<file path="config.mk">
export PLATFORM = sky130hd
export DESIGN_NAME = video_stream_framer
export DESIGN_NICKNAME = d
export VERILOG_FILES = /design/src/rtl/video_framer_pkg.sv /design/src/rtl/axis_out_reg.sv /design/src/rtl/video_stream_framer.sv
export SDC_FILE = /design/constraint.sdc
export NUM_CORES = 1
export LEC_CHECK = 0
export CORE_ASPECT_RATIO = 1.5
export CORE_UTILIZATION = 50
export DETAILED_ROUTE_END_ITERATION = 7
export PLACE_DENSITY = 0.81
export SLEW_MARGIN = 5
export SYNTH_ARGS = -nofsm -noshare
export SYNTH_HDL_FRONTEND = slang
export SYNTH_SLANG_ARGS = --single-unit
</file>
<file path="constraint.sdc">
create_clock -name aclk -period 3.1 [get_ports aclk]
set_input_delay 0.31 -clock aclk [delete_from_list [all_inputs] [get_ports aclk]]
set_output_delay 0.31 -clock aclk [all_outputs]
set_load 0.005 [all_outputs]
</file>
<file path="src/rtl/video_framer_pkg.sv">
// Shared types and constants for the video stream framer.
// The FRAMER_FRAME_CNT_EN macro (top level) adds a 16-bit completed-frame counter.
package video_framer_pkg;

    localparam int         DIM_W_DEFAULT = 12;
    localparam logic [3:0] TKEEP_ALL     = 4'hF;

    typedef enum logic {
        IDLE   = 1'b0,
        ACTIVE = 1'b1
    } state_t;

    // One output beat: payload plus the two per-beat framing flags.
    typedef struct packed {
        logic [31:0] data;
        logic        user;
        logic        last;
    } beat_t;

endpackage

</file>
<file path="src/rtl/axis_out_reg.sv">
// Single-stage AXI4-Stream output register; contents hold while the sink stalls.
module axis_out_reg
    import video_framer_pkg::*;
(
    input  logic  aclk,
    input  logic  areset,
    input  logic  load,
    input  beat_t beat_in,
    input  logic  tready,
    output logic  tvalid,
    output beat_t beat_out,
    output logic  can_load
);

    // A new beat may enter when the register is empty or draining this cycle.
    assign can_load = !tvalid || tready;

    always_ff @(posedge aclk) begin
        if (areset) begin
            tvalid   <= 1'b0;
            beat_out <= '0;
        end else if (load) begin
            tvalid   <= 1'b1;
            beat_out <= beat_in;
        end else if (tready) begin
            tvalid   <= 1'b0;
        end
    end

endmodule

</file>
<file path="src/rtl/video_stream_framer.sv">
// Frames a raw pixel stream into AXI4-Stream video (TUSER = SOF, TLAST = EOL).
// Define FRAMER_FRAME_CNT_EN to add the frame_count output.
module video_stream_framer
    import video_framer_pkg::*;
#(
    parameter int DIM_W = DIM_W_DEFAULT,
    parameter int PIX_W = 24
) (
    input  logic             aclk,
    input  logic             areset,
    input  logic [DIM_W-1:0] cfg_cols,
    input  logic [DIM_W-1:0] cfg_rows,
    input  logic             cfg_start,
    input  logic             s_pix_tvalid,
    output logic             s_pix_tready,
    input  logic [PIX_W-1:0] s_pix_tdata,
    output logic             OUTPUT_STREAM_TVALID,
    input  logic             OUTPUT_STREAM_TREADY,
    output logic [31:0]      OUTPUT_STREAM_TDATA,
    output logic [3:0]       OUTPUT_STREAM_TKEEP,
    output logic [3:0]       OUTPUT_STREAM_TSTRB,
    output logic             OUTPUT_STREAM_TUSER,
    output logic             OUTPUT_STREAM_TLAST,
    output logic             OUTPUT_STREAM_TID,
    output logic             OUTPUT_STREAM_TDEST,
    output logic             busy,
    output logic             frame_done
`ifdef FRAMER_FRAME_CNT_EN
    ,
    output logic [15:0]      frame_count
`endif
);

    localparam logic [DIM_W-1:0] ONE = DIM_W'(1);

    state_t           state_q, state_d;
    logic [DIM_W-1:0] cols_q, rows_q, col_q, row_q;
    logic             pix_done_q;
    logic             start_ok, final_hs, accept, can_load, last_col, last_row;
    beat_t            beat_in, beat_out;

    assign last_col = (col_q == cols_q - ONE);
    assign last_row = (row_q == rows_q - ONE);
    assign accept   = s_pix_tvalid && s_pix_tready;

    always_ff @(posedge aclk) begin
        if (areset) state_q <= IDLE;
        else        state_q <= state_d;
    end

    always_comb begin
        state_d      = state_q;
        s_pix_tready = 1'b0;
        start_ok     = 1'b0;
        final_hs     = 1'b0;
        case (state_q)
            IDLE: begin
                if (cfg_start && cfg_cols != '0 && cfg_rows != '0) begin
                    start_ok = 1'b1;
                    state_d  = ACTIVE;
                end
            end
            ACTIVE: begin
                s_pix_tready = !pix_done_q && can_load;
                // Once every pixel is in, the output register holds the final beat.
                final_hs = pix_done_q && OUTPUT_STREAM_TVALID && OUTPUT_STREAM_TREADY;
                if (final_hs) state_d = IDLE;
            end
            default: state_d = IDLE;
        endcase
    end

    always_ff @(posedge aclk) begin
        if (areset) begin
            cols_q     <= '0;
            rows_q     <= '0;
            col_q      <= '0;
            row_q      <= '0;
            pix_done_q <= 1'b0;
            frame_done <= 1'b0;
        end else begin
            frame_done <= final_hs;
            if (start_ok) begin
                cols_q     <= cfg_cols;
                rows_q     <= cfg_rows;
                col_q      <= '0;
                row_q      <= '0;
                pix_done_q <= 1'b0;
            end else if (accept) begin
                if (last_col) begin
                    col_q <= '0;
                    if (last_row) begin
                        row_q      <= '0;
                        pix_done_q <= 1'b1;
                    end else begin
                        row_q <= row_q + ONE;
                    end
                end else begin
                    col_q <= col_q + ONE;
                end
            end
        end
    end

    assign beat_in.data = 32'(s_pix_tdata);
    assign beat_in.user = (col_q == '0) && (row_q == '0);
    assign beat_in.last = last_col;

    axis_out_reg u_out (
        .aclk     (aclk),
        .areset   (areset),
        .load     (accept),
        .beat_in  (beat_in),
        .tready   (OUTPUT_STREAM_TREADY),
        .tvalid   (OUTPUT_STREAM_TVALID),
        .beat_out (beat_out),
        .can_load (can_load)
    );

    assign OUTPUT_STREAM_TDATA = beat_out.data;
    assign OUTPUT_STREAM_TUSER = beat_out.user;
    assign OUTPUT_STREAM_TLAST = beat_out.last;
    assign OUTPUT_STREAM_TKEEP = TKEEP_ALL;
    assign OUTPUT_STREAM_TSTRB = TKEEP_ALL;
    assign OUTPUT_STREAM_TID   = 1'b0;
    assign OUTPUT_STREAM_TDEST = 1'b0;
    assign busy                = (state_q == ACTIVE);

`ifdef FRAMER_FRAME_CNT_EN
    // Advances on the same edge that raises frame_done, wrapping naturally.
    always_ff @(posedge aclk) begin
        if (areset)        frame_count <= '0;
        else if (final_hs) frame_count <= frame_count + 16'd1;
    end
`endif

endmodule
</file>
==> results of run 1 <==
## flip-flops by register name, summed over array words and instances, names as in the netlist
register and flops:
busy 1, col_q 12, cols_q 12, frame_done 1, pix_done_q 1, row_q 12, rows_q 12, u_out.beat_out 26
u_out.tvalid 1
## kinds of logic (layout without fill, tap and decap cells)
group	Yosys count	after routing	share of synthesized area, %
other	2	18	0.1819
muxes	26	26	6.303
xor gates and xnor gates	34	34	7.212
and+or+nand+nor	228	228	28.18
AOI/OAI and AO/OA	73	73	11.00
DFF	78	78	37.82
adders and majority gates	6	6	1.818
buffers and inverters	58	118	7.484
## power breakdown
part	total (mW)	switching, mW	internal [mW]
Sequential	1.08	0.0403	1.04
Combinational	0.375	0.174	0.201
Clock	1.13	0.424	0.707
## Yosys cell counts, drive strengths merged, types with 7 or more instances
cell and n:
a21oi 43, and3 7, buf 24, clkbuf 22, dfxtp 78, inv 12
mux2i 26, nand2 75, nand3 20, nand4 7, nor2 43, nor3 7
nor4 16, o22ai 10, or3 15, xnor2 24, xor2 10
## cells in the final DEF, fill, tap and decap left out, types with 8 or more instances in the layout
cell type	netlist	layout
a21oi_1	36	36
buf_4	20	8
clkbuf_16	0	9
clkdlybuf4s50_1	0	81
conb_1	2	18
dfxtp_1	78	78
inv_1	12	12
mux2i_1	26	26
nand2_1	74	73
nand3_1	20	20
nor2_1	43	43
nor4_1	16	16
o22ai_1	10	10
or3_1	15	14
xnor2_1	24	24
xor2_1	10	10
## layer usage
layer,wire [um],share of wire [%],up-vias,track usage (%)
li1,-,-,1873,-
met1,3963,39,1831,25.04
met2,5459,53,120,47.70
met3,364,3.6,35,2.903
met4,459,4.5,0,16.41
met5,0,0,-,0
## stage by stage
stage | power, mW | setup WS, ns | hold WS (ns) | area, um^2 | instances
after CTS | 2.597 | 0.1605 | 0.1802 | 5253 | 686
after global routing | 2.680 | 0.09206 | 0.2223 | 5260 | 686
after floorplan | 1.328 | 0.3059 | 0.4460 | 4189 | 521
after global placement | 1.460 | 0.2689 | 0.4408 | 4932 | 670
final | 2.585 | 0.2534 | 0.1943 | 5260 | 686
after detailed placement | 1.472 | 0.1931 | 0.4466 | 4932 | 670
## layout make-up
type                            instances  area [um^2]  share of cell area (%)
Timing Repair Buffer                   90        875.8                   16.65
Multi-Input combinational cell        385         2326                   44.22
Inverter                               12        45.04                  0.8563
Clock buffer                            9        225.2                   4.282
Clock inverter                          7        95.09                   1.808
Sequential cell                        78         1562                   29.69
Tap cell                              105        131.4                   2.498
## worst max-delay path: stages, from the launching register on
cell     delay (ns)
dfxtp_1        0.35
inv_1          0.07
ha_1           0.16
or4b_1         0.47
or4_1          0.48
nand3_1        0.09
nand4_1        0.10
or4_4          0.67
nand2_2        0.26
nor2_1         0.08
## how the worst max path moves through the flow
stage                     cells past startpoint       end       from  slack (ns)
after floorplan                              11  row_q[8]  cols_q[0]        0.31
after global placement                        7  row_q[2]  rows_q[0]        0.27
after detailed placement                      7  row_q[2]  rows_q[0]        0.19
after CTS                                     7  row_q[2]  rows_q[0]        0.16
after global routing                          7  row_q[2]  rows_q[0]        0.09
final                                         9  col_q[7]  cols_q[0]        0.25
## repair_timing
item	4_1_cts	5_1_grt
setup endpoints to repair	0	11
gates resized for setup	0	2
hold endpoints to repair	0	0
==> results.sh, run 1 <==
export IMPL_ys_dominant_reg_cell="dfxtp_1"
export IMPL_antenna_left=0
export IMPL_grt_remaining_overflow=0
export IMPL_h_tree_levels=3
export IMPL_die_height_um=113.3
export IMPL_cts_inserted_buffers=9
export IMPL_worstPathRequired_ns=3.32
export IMPL_post_cts_repair_setup_buffers=0
export IMPL_cts_buffer_depth=2
export IMPL_maximum_number_of_pins_on_one_net_before_global_route_repair=53
export IMPL_synthToLayoutAreaGrowth_pct=27.39
export IMPL_drv_cap=0
export IMPL_grt_pass1_wl_um=17010
export IMPL_yosys_warnings=0
export IMPL_number_of_vias_after_detailed_routing=3859
export IMPL_r2r_end="col_q[7]"
export IMPL_clock_root_buffer="clkbuf_16"
export IMPL_power_static_leakage_nw=1.977
export IMPL_finalNetCount=635
export IMPL_detail_route_vias_per_cell=5.625
export IMPL_path_max_fanout=15
export IMPL_max_clock_freq_mhz=351.3
export IMPL_drive_above_1_share_pct=6.196
export IMPL_drt_pass1_iter_count=4
export IMPL_synthArstFlopShare_pct=0
export IMPL_layout_filler_cells=658
export IMPL_grt_antenna_before_repair=0
export IMPL_final_util_pct=65.69
export IMPL_yosys_top_cells_area="dfxtp_1 38%, nand2_1 6.7%, mux2i_1 6.3%"
export IMPL_avgRoutedWirePerCell_um=14.94
export IMPL_cp_start_kind="flip-flop"
export IMPL_timing_worst_slew_pin_value_ns=0.8580
export IMPL_netlist_top_cell_by_area="dfxtp_1"
export IMPL_min_delay_start="areset"
export IMPL_min_delay_path_depth=2
export IMPL_yosysTopAreaCellShare_pct=37.82
export IMPL_setup_viol_count_final=0
export IMPL_critical_path_arrival_ns=3.07
export IMPL_min_period_ns=2.847
export IMPL_placeableCoreArea_um2=8008
export IMPL_timing_max_slew_rel_slack_pct=42.27
export IMPL_fp_row_count=40
export IMPL_outcome="finished clean"
export IMPL_timing_rr_start="cols_q[0]"
export IMPL_vias_in_the_first_global_route=3601
export IMPL_drc_errors=0
export IMPL_final_hold_viol_count=0
export IMPL_clk_insertion_delay_late_ns=0.34
export IMPL_slew_violations=0
export IMPL_clkTransAtPathRegs_ns=0.06
export IMPL_rr_worst_depth=9
export IMPL_timing_hold_worst_endpoint="u_out.beat_out[0]"
export IMPL_cp_end_kind="flip-flop"
export IMPL_worst_ir_drop_vdd_mv=0.3807
export IMPL_io_buffer_count=82
export IMPL_hold_path_class="in2reg"
export IMPL_netlist_area_um2=4129
export IMPL_post_synth_cell_area_avg_um2=8.176
export IMPL_cts_hold_buffers_added=0
export IMPL_routed_wirelength_um=10250
export IMPL_die_x_um=76.20
export IMPL_fin_setup_tns_ns=0
export IMPL_cts_sinks=78
export IMPL_count_of_distinct_cell_types_in_the_synthesized_netlist=52
export IMPL_grt_use_total_pct=24.86
export IMPL_finClkSkew_ns=0.008897
export IMPL_power_per_cell_area_nw_per_um2=491.4
export IMPL_rsz0062_at_grt="no"
export IMPL_boundary_pins=101
export IMPL_timing_worst_setup_path_type="reg2reg"
export IMPL_final_period_utilization_pct=91.83
export IMPL_n_antenna_cell=0
export IMPL_worst_r2r_setup_slack_ns=0.25
export IMPL_synth_edf_count=0
export IMPL_yosys_register_bits=78
export IMPL_die_area_um2=8633
export IMPL_routabilityCongestion=0.8588
export IMPL_portion_of_the_post_synthesis_area_used_by_sequential_elements_pct=37.82
export IMPL_effective_utilization_at_floorplan_pct=51.56
export IMPL_cts_tree="built"
export IMPL_dr_first_iter_drc_count=118
export IMPL_syn_instance_count=505
export IMPL_dp_hpwl_um=7410
No activity file was read; power rests on OpenSTA's default activity.
==> inputs of run 2 (changes only) <==
CAP_MARGIN = 30   (was not set)
==> results of run 2 <==
No change in the layout: final DEF, timing and power equal those of run 1.
==> inputs of run 3 (changes only) <==
CTS_CLUSTER_SIZE = 8   (was not set)
==> results of run 3 <==
No change in the layout: final DEF, timing and power equal those of run 1.
